**config.mk**
```make
export PLATFORM = sky130hd
export DESIGN_NAME = cache_refill_ctrl_flat
export DESIGN_NICKNAME = d
export VERILOG_FILES = /design/src/rtl/cache_refill_ctrl_if.sv /design/src/rtl/cache_refill_ctrl.sv /design/src/flat_wrapper.sv
export SDC_FILE = /design/constraint.sdc
export NUM_CORES = 1
export LEC_CHECK = 0
export CAP_MARGIN = 20
export CORE_ASPECT_RATIO = 0.7
export CORE_MARGIN = 5
export CORE_UTILIZATION = 35
export DETAILED_ROUTE_END_ITERATION = 8
export PLACE_DENSITY_LB_ADDON = 0.15
export SYNTH_ARGS = -nofsm -noshare
export SYNTH_HDL_FRONTEND = slang
export SYNTH_SLANG_ARGS = --single-unit
```
**constraint.sdc**
```tcl
create_clock -name clk -period 1.5 [get_ports clk]
set_input_delay 0.15 -clock clk [delete_from_list [all_inputs] [get_ports clk]]
set_output_delay 0.15 -clock clk [all_outputs]
set_load 0.01 [all_outputs]
```
**src/rtl/cache_refill_ctrl_if.sv**
```systemverilog
// Cache-side miss request, backing-memory read port and refill write port
// of the line refill controller.
interface cache_refill_ctrl_if #(
    parameter int WORDS_PER_LINE = 4
);
    localparam int IW = $clog2(WORDS_PER_LINE);

    logic          miss_req;
    logic [31:0]   miss_addr;
    logic          busy;
    logic          mem_req;
    logic [31:0]   mem_addr;
    logic          mem_ready;
    logic [31:0]   mem_rdata;
    logic          refill_valid;
    logic [IW-1:0] refill_idx;
    logic [31:0]   refill_data;
    logic          refill_done;
    logic          refill_err;

    modport master (
        input  miss_req, miss_addr, mem_ready, mem_rdata,
        output busy, mem_req, mem_addr,
        output refill_valid, refill_idx, refill_data, refill_done, refill_err
    );

    modport slave (
        output miss_req, miss_addr, mem_ready, mem_rdata,
        input  busy, mem_req, mem_addr,
        input  refill_valid, refill_idx, refill_data, refill_done, refill_err
    );
endinterface

```
**src/rtl/cache_refill_ctrl.sv**
```systemverilog
// Critical-word-first cache line refill controller with per-beat timeout.
//   state | meaning
//   IDLE  | waiting for miss_req
//   FETCH | requesting beats from memory, wrapping from the critical word
//   DONE  | one-cycle line-complete pulse alongside the last refill word
//   ERR   | one-cycle abort pulse after a beat timed out
module cache_refill_ctrl #(
    parameter int WORDS_PER_LINE = 4,
    parameter int TIMEOUT        = 64
) (
    input logic               clk,
    input logic               rst_n,
    cache_refill_ctrl_if.master bus
);
    localparam int IW = $clog2(WORDS_PER_LINE);
    localparam int LW = IW + 2;
    localparam int CW = $clog2(TIMEOUT + 1);

    typedef enum logic [1:0] {IDLE, FETCH, DONE, ERR} state_t;

    state_t        state, state_nxt;
    logic [31:0]   line_base;
    logic [IW-1:0] crit;
    logic [IW-1:0] beat;
    logic [IW-1:0] idx;
    logic [CW-1:0] wait_cnt;
    logic          accept;
    logic          last_beat;
    logic          timeout_hit;

    // Truncation to IW bits gives the modulo-line wrap for free.
    assign idx         = crit + beat;
    assign accept      = (state == FETCH) && bus.mem_ready;
    assign last_beat   = (beat == IW'(WORDS_PER_LINE - 1));
    assign timeout_hit = (wait_cnt == CW'(TIMEOUT - 1));

    always_ff @(posedge clk or negedge rst_n) begin
        if (!rst_n) begin
            state <= IDLE;
        end else begin
            state <= state_nxt;
        end
    end

    always_comb begin
        state_nxt       = state;
        bus.busy        = 1'b1;
        bus.mem_req     = 1'b0;
        bus.mem_addr    = 32'd0;
        bus.refill_done = 1'b0;
        bus.refill_err  = 1'b0;
        case (state)
            IDLE: begin
                bus.busy = 1'b0;
                if (bus.miss_req) begin
                    state_nxt = FETCH;
                end
            end
            FETCH: begin
                bus.mem_req  = 1'b1;
                bus.mem_addr = line_base + {{(30 - IW){1'b0}}, idx, 2'b00};
                if (bus.mem_ready) begin
                    if (last_beat) begin
                        state_nxt = DONE;
                    end
                end else if (timeout_hit) begin
                    state_nxt = ERR;
                end
            end
            DONE: begin
                bus.refill_done = 1'b1;
                state_nxt       = IDLE;
            end
            ERR: begin
                bus.refill_err = 1'b1;
                state_nxt      = IDLE;
            end
            default: begin
                state_nxt = IDLE;
            end
        endcase
    end

    always_ff @(posedge clk or negedge rst_n) begin
        if (!rst_n) begin
            line_base        <= 32'd0;
            crit             <= '0;
            beat             <= '0;
            wait_cnt         <= '0;
            bus.refill_valid <= 1'b0;
            bus.refill_idx   <= '0;
            bus.refill_data  <= 32'd0;
        end else begin
            bus.refill_valid <= accept;
            if (state == IDLE && bus.miss_req) begin
                line_base <= {bus.miss_addr[31:LW], {LW{1'b0}}};
                crit      <= bus.miss_addr[LW-1:2];
                beat      <= '0;
                wait_cnt  <= '0;
            end
            if (accept) begin
                bus.refill_data <= bus.mem_rdata;
                bus.refill_idx  <= idx;
                beat            <= beat + IW'(1);
                wait_cnt        <= '0;
            end else if (state == FETCH) begin
                wait_cnt <= wait_cnt + CW'(1);
            end
        end
    end
endmodule
```
**src/flat_wrapper.sv**
```systemverilog
// flat-port wrapper written by rule: the top's interface ports become plain ports
module cache_refill_ctrl_flat 
#(
    parameter int WORDS_PER_LINE = 4,
    parameter int TIMEOUT        = 64
)
  (clk, rst_n, bus_miss_req, bus_miss_addr, bus_mem_ready, bus_mem_rdata, bus_busy, bus_mem_req, bus_mem_addr, bus_refill_valid, bus_refill_idx, bus_refill_data, bus_refill_done, bus_refill_err);
  cache_refill_ctrl_if #(.WORDS_PER_LINE(WORDS_PER_LINE)) bus_i ();
  input logic clk;
  input logic rst_n;
  input wire logic [$bits(bus_i.miss_req)-1:0] bus_miss_req;
  input wire logic [$bits(bus_i.miss_addr)-1:0] bus_miss_addr;
  input wire logic [$bits(bus_i.mem_ready)-1:0] bus_mem_ready;
  input wire logic [$bits(bus_i.mem_rdata)-1:0] bus_mem_rdata;
  output wire logic [$bits(bus_i.busy)-1:0] bus_busy;
  output wire logic [$bits(bus_i.mem_req)-1:0] bus_mem_req;
  output wire logic [$bits(bus_i.mem_addr)-1:0] bus_mem_addr;
  output wire logic [$bits(bus_i.refill_valid)-1:0] bus_refill_valid;
  output wire logic [$bits(bus_i.refill_idx)-1:0] bus_refill_idx;
  output wire logic [$bits(bus_i.refill_data)-1:0] bus_refill_data;
  output wire logic [$bits(bus_i.refill_done)-1:0] bus_refill_done;
  output wire logic [$bits(bus_i.refill_err)-1:0] bus_refill_err;
  assign bus_i.miss_req = bus_miss_req;
  assign bus_i.miss_addr = bus_miss_addr;
  assign bus_i.mem_ready = bus_mem_ready;
  assign bus_i.mem_rdata = bus_mem_rdata;
  assign bus_busy = bus_i.busy;
  assign bus_mem_req = bus_i.mem_req;
  assign bus_mem_addr = bus_i.mem_addr;
  assign bus_refill_valid = bus_i.refill_valid;
  assign bus_refill_idx = bus_i.refill_idx;
  assign bus_refill_data = bus_i.refill_data;
  assign bus_refill_done = bus_i.refill_done;
  assign bus_refill_err = bus_i.refill_err;
  cache_refill_ctrl #(.WORDS_PER_LINE(WORDS_PER_LINE), .TIMEOUT(TIMEOUT)) u_core (.clk(clk), .rst_n(rst_n), .bus(bus_i));
endmodule
```
==> impl_metrics.tcl <==
set metrics [dict create \
    synth-async-reset-ratio_pct 100 \
    yosysWarnings 0 \
    core_um2 9000 \
    max_cap_viol_count 0 \
    power.net_switching_mw 3.84 \
    grt_start_max_net_pins 41 \
    wl_um 9820 \
    clock_sinks 76 \
    post-dp-hpwl_um 5710 \
    switching_share_pct 28.8 \
    synth.ff_latch_count 76 \
    fin_tns_setup_ns -8.43 \
    min-delay-path-class "input port to async pin" \
    final_layout_size_suffix_gt1_share_pct 47.5 \
    power.density_nw_per_um2 2210 \
    finalHoldWorstSlack_ns 0.282 \
    clockPowerShare_pct 19.7 \
    first_global_vias 2797 \
    detailedRoute.firstIterationViolations 77 \
    crit_path_start_kind "flop" \
    numCtsBuffers 9 \
    layout.cells.most_common "sky130_fd_sc_hd__clkdlybuf4s50_1" \
    antenna_cells 0 \
    core.rowCount 29 \
    maximum_ir_drop_on_the_vdd_rail_mv 1.24 \
    clk_path_buf_depth 2 \
    timing.final.crit_period_ns 1.69 \
    vias 2529 \
    fp.dieW_um 124 \
    clock_latency_ns 0.33 \
    cp_common_cell "sky130_fd_sc_hd__buf_12" \
    syn-cell-area_um2 3200 \
    cp_max_fo 7 \
    failing_checks "setup timing" \
    cts.root.buffer_cell "sky130_fd_sc_hd__clkbuf_16" \
    number_of_flops_mapped_to_enable_cells_by_yosys 0 \
    clkTransAtPathRegs_ns 0.06 \
    remaining_drc_errors 0 \
    worst_case_setup_margin_in_the_final_layout_ns -0.185 \
    crit_arrival_ns 1.54 \
    antenna_found_initial 0 \
    power.internal_mw 9.48 \
    synthCells 233 \
    status "finished, violations left" \
    critPathMaxStageDelay_ns 0.37 \
    synth_ff_type "sky130_fd_sc_hd__dfrtp_1" \
    globalplace.congestion 0.744 \
    ant_nets 0 \
    routed_via_density 4.66 \
    firstDrtPassIters 4 \
    slew_viol_final 0 \
    layout.cells.most_common_list "sky130_fd_sc_hd__clkdlybuf4s50_1 (99), sky130_fd_sc_hd__dfrtp_1 (76), sky130_fd_sc_hd__mux2_4 (63)" \
    place.port_buffers 134 \
    netlist.area_leader.share_pct 59.4 \
    max_clock_freq_mhz 593 \
    cts-htree-levels 3 \
    cts_tree "done" \
    ios 139 \
    design.die.area_um2 11200 \
    crit_path_kind "flop to output port" \
    final_cycle_share_pct 112 \
    crit_required_ns 1.35 \
    seqPwrFrac_pct 26.7 \
    endpoint_kind "output port" \
    nNetsFinal 485 \
    avgSynthCellArea_um2 13.8 \
    power.total_mw 13.3 \
    distinct_cell_type_count_after_synthesis 32 \
    initial_utilization_pct 35.6 \
    grt.total_usage_pct 16.7 \
    leakagePower_nw 2.76 \
    grt_pass1_wl_um 14900 \
    path_delay_family "buffers and inverters" \
    power_frac_comb_pct 53.7 \
    yosys-top-cells-area "sky130_fd_sc_hd__dfrtp_1 (59%), sky130_fd_sc_hd__mux2_2 (22%), sky130_fd_sc_hd__and2_1 (5.9%)" \
    cp.buffers_inverters 5 \
    worstPathCellList "nand2b_4, inv_6, buf_6, buf_12, buf_12, and2_1, buf_2" \
    dieHeight_um 90.1 \
    yosysSeqAreaShare_pct 59.4 \
    finalClockSkew_ns 0.00374 \
    netlist.top_cell.by_area "sky130_fd_sc_hd__dfrtp_1" \
    detail_route.wl_per_cell_um 18.1 \
    crit_path_top_delay_cell "sky130_fd_sc_hd__dfrtp_1" \
    grt_remaining_overflow 0 \
    grt_setup_unrepaired "yes" \
    final-setup-viol-count 95 \
    synthToLayoutAreaGrowth_pct 87.8 \
    hold_violations 0 \
]
## stage by stage
step	area [um^2]	setup WS (ns)	util, %	instances
2_1_floorplan	3210	0.0105	-	234
3_3_place_gp	4840	-0.189	53.8	499
3_5_place_dp	4840	-0.190	53.8	499
4_1_cts	5670	-0.189	63.0	535
5_1_grt	6020	-0.241	66.9	543
6_report	6020	-0.185	66.9	543
## synth_stat cells (2+ instances only)
cell type,count
sky130_fd_sc_hd__nand2_1,6
sky130_fd_sc_hd__or4_1,2
sky130_fd_sc_hd__and2_1,30
sky130_fd_sc_hd__ha_1,3
sky130_fd_sc_hd__o21ai_0,3
sky130_fd_sc_hd__dfrtp_1,76
sky130_fd_sc_hd__mux2_1,2
sky130_fd_sc_hd__a21oi_1,6
sky130_fd_sc_hd__inv_1,3
sky130_fd_sc_hd__buf_4,3
sky130_fd_sc_hd__mux2_2,62
sky130_fd_sc_hd__nor2_1,3
sky130_fd_sc_hd__a22o_1,2
sky130_fd_sc_hd__clkbuf_1,3
sky130_fd_sc_hd__nand3_1,4
sky130_fd_sc_hd__nor3b_2,2
sky130_fd_sc_hd__mux2i_1,2
sky130_fd_sc_hd__buf_2,6
sky130_fd_sc_hd__or2_2,2
## path summary, 6_finish.rpt
| path | from | end | slack, ns | cells after the start |
|---|---|---|---|---|
| min in group clk | bus_mem_rdata[1] | u_core.bus.refill_data[1] | 0.42 | 2 |
| worst min-delay path | rst_n | u_core.wait_cnt[4] | 0.28 | 2 |
| worst max-delay path | u_core.state[1] | bus_mem_addr[12] | -0.19 | 7 |
| worst min register to register | u_core.wait_cnt[4] | u_core.wait_cnt[4] | 0.48 | 1 |
| worst max register to register | u_core.state[0] | u_core.line_base[23] | -0.15 | 6 |
| max in group asynchronous | rst_n | u_core.bus.refill_data[29] | 0.70 | 3 |
## flip-flops by register name (all words and copies together), names as in the netlist
signal and count:
u_core.crit 2, u_core.state 2, u_core.wait_cnt 7, u_core.bus.refill_data 32, u_core.bus.refill_valid 1, u_core.line_base 28, u_core.bus.refill_idx 2, u_core.beat 2
## power groups by stage
stage | Clock (mW) | Combinational [mW] | Sequential [mW]
after CTS | 2.68 | 6.49 | 3.50
after floorplan | 0 | 2.07 | 3.62
final | 2.62 | 7.15 | 3.55
after detailed placement | 0 | 5.12 | 3.47
after global routing | 2.80 | 7.58 | 3.67
after global placement | 0 | 5.07 | 3.44
## cell type report
type / count / area (um^2)
Multi-Input combinational cell: 142 / 1580
Tap cell: 124 / 155
Clock inverter: 7 / 139
Fill cell: 676 / 2980
Timing Repair Buffer: 181 / 2000
Inverter: 4 / 20.0
Sequential cell: 76 / 1900
Clock buffer: 9 / 225
## cell families after synthesis
family / share of synthesized area, %
mux: 23.1
other cells: 0.117
buf+inv: 2.46
simple gates: 10.1
fa+ha+maj: 1.17
xor+xnor: 0.547
flops: 59.4
compound gates: 3.16
## metal layers
| metal | vias up | part of all wire [%] | global-route usage (%) |
|---|---|---|---|
| met3 | 12 | 9.8 | 9.24 |
| met4 | 0 | 1.0 | 4.11 |
| met2 | 94 | 43 | 24.6 |
| met5 | - | 0 | 0 |
| li1 | 1164 | - | - |
| met1 | 1259 | 47 | 21.5 |
## repair_timing
item	CTS	global route
hold buffers	1	0
endpoints found under the hold margin	23	0
buffers inserted	13	6
pin swaps	22	6
resized for setup	223	60
gates cloned	6	4
endpoints found under the setup margin	69	98
Note: power is estimated with default switching activity, not from simulation.
==> variant: new RTL, same settings <==
Encoding of `state_t`: now one-hot (4 bits for 4 states).
--- a/src/rtl/cache_refill_ctrl.sv
+++ b/src/rtl/cache_refill_ctrl.sv
@@ -18,3 +18,3 @@
 
-    typedef enum logic [1:0] {IDLE, FETCH, DONE, ERR} state_t;
+    typedef enum logic [3:0] {IDLE = 4'b0001, FETCH = 4'b0010, DONE = 4'b0100, ERR = 4'b1000} state_t;
 
Behaviour: no difference found for any inputs over 10 cycles, from zero or initial values and one cycle with rst_n low; not proved beyond that.
==> variant against the unedited design <==
- the flow still finishes with violations (negative setup slack)
- design area up 2.5%
- via count up 1.1%
- register-to-register slack worse by 0.36 ns
- die area up 6.8%
- total power down 11%
- synthesized area up 7.5%
- sequential cell count up 2
- worst setup slack worse by 0.32 ns
- wire length up 0.23%
- clock power down 12%
- cell count up 2.8%
==> variant: results (changes against the unedited design) <==
Placement
The count of buffers inserted at the top-level ports came to 134 (unchanged). The worst-case setup slack after placement is -0.5536 ns (was -0.1905 ns). The routability congestion estimate was 0.7485 (was 0.7436). The half-perimeter wire length after detailed placement is 6039 um (was 5709 um).

STA
The setup clock skew after layout was 0.006963 ns (was 0.003741 ns). The setup violation total in the final timing report is 111 (was 95). The minimum setup slack in the final design is -0.5055 ns (was -0.1853 ns).

Power
The maximum ir drop on the vdd rail is 0.8532 mV (was 1.239 mV). The static leakage was 2.841 nW (was 2.758 nW). The proportion of total power due to net switching is 29.30% (was 28.84%).

Synth
The count of distinct cell types in the synthesized netlist is 34 (was 32). Synth top area cells: dfrtp_1, mux2_2, mux2_4 (was dfrtp_1, mux2_2, and2_1). The post-synthesis async set-or-reset flop share is 100.0% (unchanged). The share of the yosys chip area belonging to registers came to 56.68% (was 59.35%).

Most instantiated cells after synthesis: dfrtp_1, mux2_2, and2_1 (unchanged).

Routing
The total iterations of the first detailed-routing run is 4 (unchanged). The initial DRC count is 73 (was 77). The total wire length after detailed routing is 9842 um (was 9819 um). The total number of vias is 2557 (was 2529).

Worst setup path
The logic depth of the worst register-to-register path is 7 (was 6). The largest fanout on the critical path is 17 (was 7). The data arrival time of the critical path is 2.22 ns (was 1.54 ns). The library cell contributing the largest single delay on the critical path is or4b_4 (was dfrtp_1). The destination of the worst register-to-register timing path is u_core.bus.refill_data[3] (was u_core.line_base[23]).

The cell class contributing the biggest share of worst-path delay is simple AND/OR/NAND/NOR gates (was buffers and inverters). The stage delay of the slowest cell on the critical path was 0.57 ns (was 0.37 ns). The reg-to-reg startpoint is u_core.state[0] (unchanged).

Finish
The final layout net count was 496 (was 485). The share of post-route cells with drive strength above 1 is 50.00% (was 47.49%). The final antenna diode count is 0 (unchanged). The count of fill cells added during filler insertion is 711 (was 676).

Global route
The via count of the first global-routing pass is 2834 (was 2797). The initial antenna violation count is 0 (unchanged). The pin count of the biggest net entering global routing is 32 (was 41). The global-route wire length before repair is 15540 um (was 14910 um). The global-route total usage across every layer is 16.91% (was 16.73%).

Clock tree
The root cell of the clock tree is clkbuf_16 (unchanged). The clock-pin slew of the registers on the worst-case setup and hold paths is 0.06 ns (about the same).

Run status
Outcome: complete, but fails checks (unchanged). Failing checks: negative setup slack (unchanged).
-- variant: power groups by stage --
stage                     registers, mW  logic (mW)  clock network [mW]
after detailed placement           3.59        4.65                   0
after floorplan                    3.74        2.46                   0
final                              3.62        5.88                2.31
after CTS                          3.61        5.68                2.36
after global placement             3.56        4.61                   0
after global routing               3.75        6.23                2.46
-- variant: through the flow --
stage          area, um2  hold WS [ns]  setup TNS (ns)  cells
6_report            6167        0.2629          -39.91    558
5_1_grt             6167        0.2889          -45.27    558
4_1_cts             5976        0.2654          -40.14    554
3_5_place_dp        5154       0.08248          -39.62    510
3_3_place_gp        5154       0.07281          -37.07    510
2_1_floorplan       3616       -0.1456          -14.03    240
-- variant: worst max path at each step --
stage | start | endpoint | cells past startpoint | slack (ns)
after floorplan | u_core.state[2] | u_core.bus.refill_data[0] | 7 | -0.30
after global placement | u_core.state[2] | bus_mem_addr[26] | 4 | -0.51
after detailed placement | u_core.state[2] | bus_mem_addr[28] | 4 | -0.55
after CTS | u_core.state[0] | u_core.bus.refill_data[3] | 7 | -0.52
after global routing | u_core.state[3] | u_core.bus.refill_data[14] | 7 | -0.55
final | u_core.state[0] | u_core.bus.refill_data[3] | 7 | -0.51
-- variant: layout make-up --
cell class / instances / area share, %
clock buffers: 10 / 3.713
clock inverters: 6 / 1.400
inverters: 2 / 0.5884
multi-input cells: 146 / 26.84
flip-flops and latches: 78 / 31.67
well taps: 128 / 2.597
repair buffers: 182 / 31.39
repair inverters: 6 / 1.806
-- variant: per-layer routing --
metal	part of all wire, %	global-route usage, %	routed length (um)	up-vias
met5	0	0	0	-
met4	0.92	4.808	91	0
met3	7.8	6.279	763	9
met2	46	25.82	4552	93
met1	45	22.60	4435	1269
li1	-	-	-	1186
-- variant: kinds of logic (layout without fill, tap and decap cells) --
logic type | count (synthesis) | count (layout) | synth area share [%]
other cells | 1 | 2 | 0.1088
fa+ha+maj | 3 | 3 | 1.089
buf+inv | 16 | 206 | 4.357
xor+xnor | 3 | 3 | 0.7627
flops | 78 | 78 | 56.68
mux | 64 | 64 | 23.86
compound gates | 16 | 16 | 2.759
simple gates | 58 | 58 | 10.39
-- variant: what timing repair did --
| item | 4_1_cts | 5_1_grt |
|---|---|---|
| setup buffers | 19 | 7 |
| pin swaps | 26 | 10 |
| hold buffers | 1 | 0 |
| setup endpoints to repair | 111 | 111 |
| gates cloned | 8 | 0 |
| hold endpoints to repair | 19 | 0 |
| gates resized for setup | 230 | 45 |
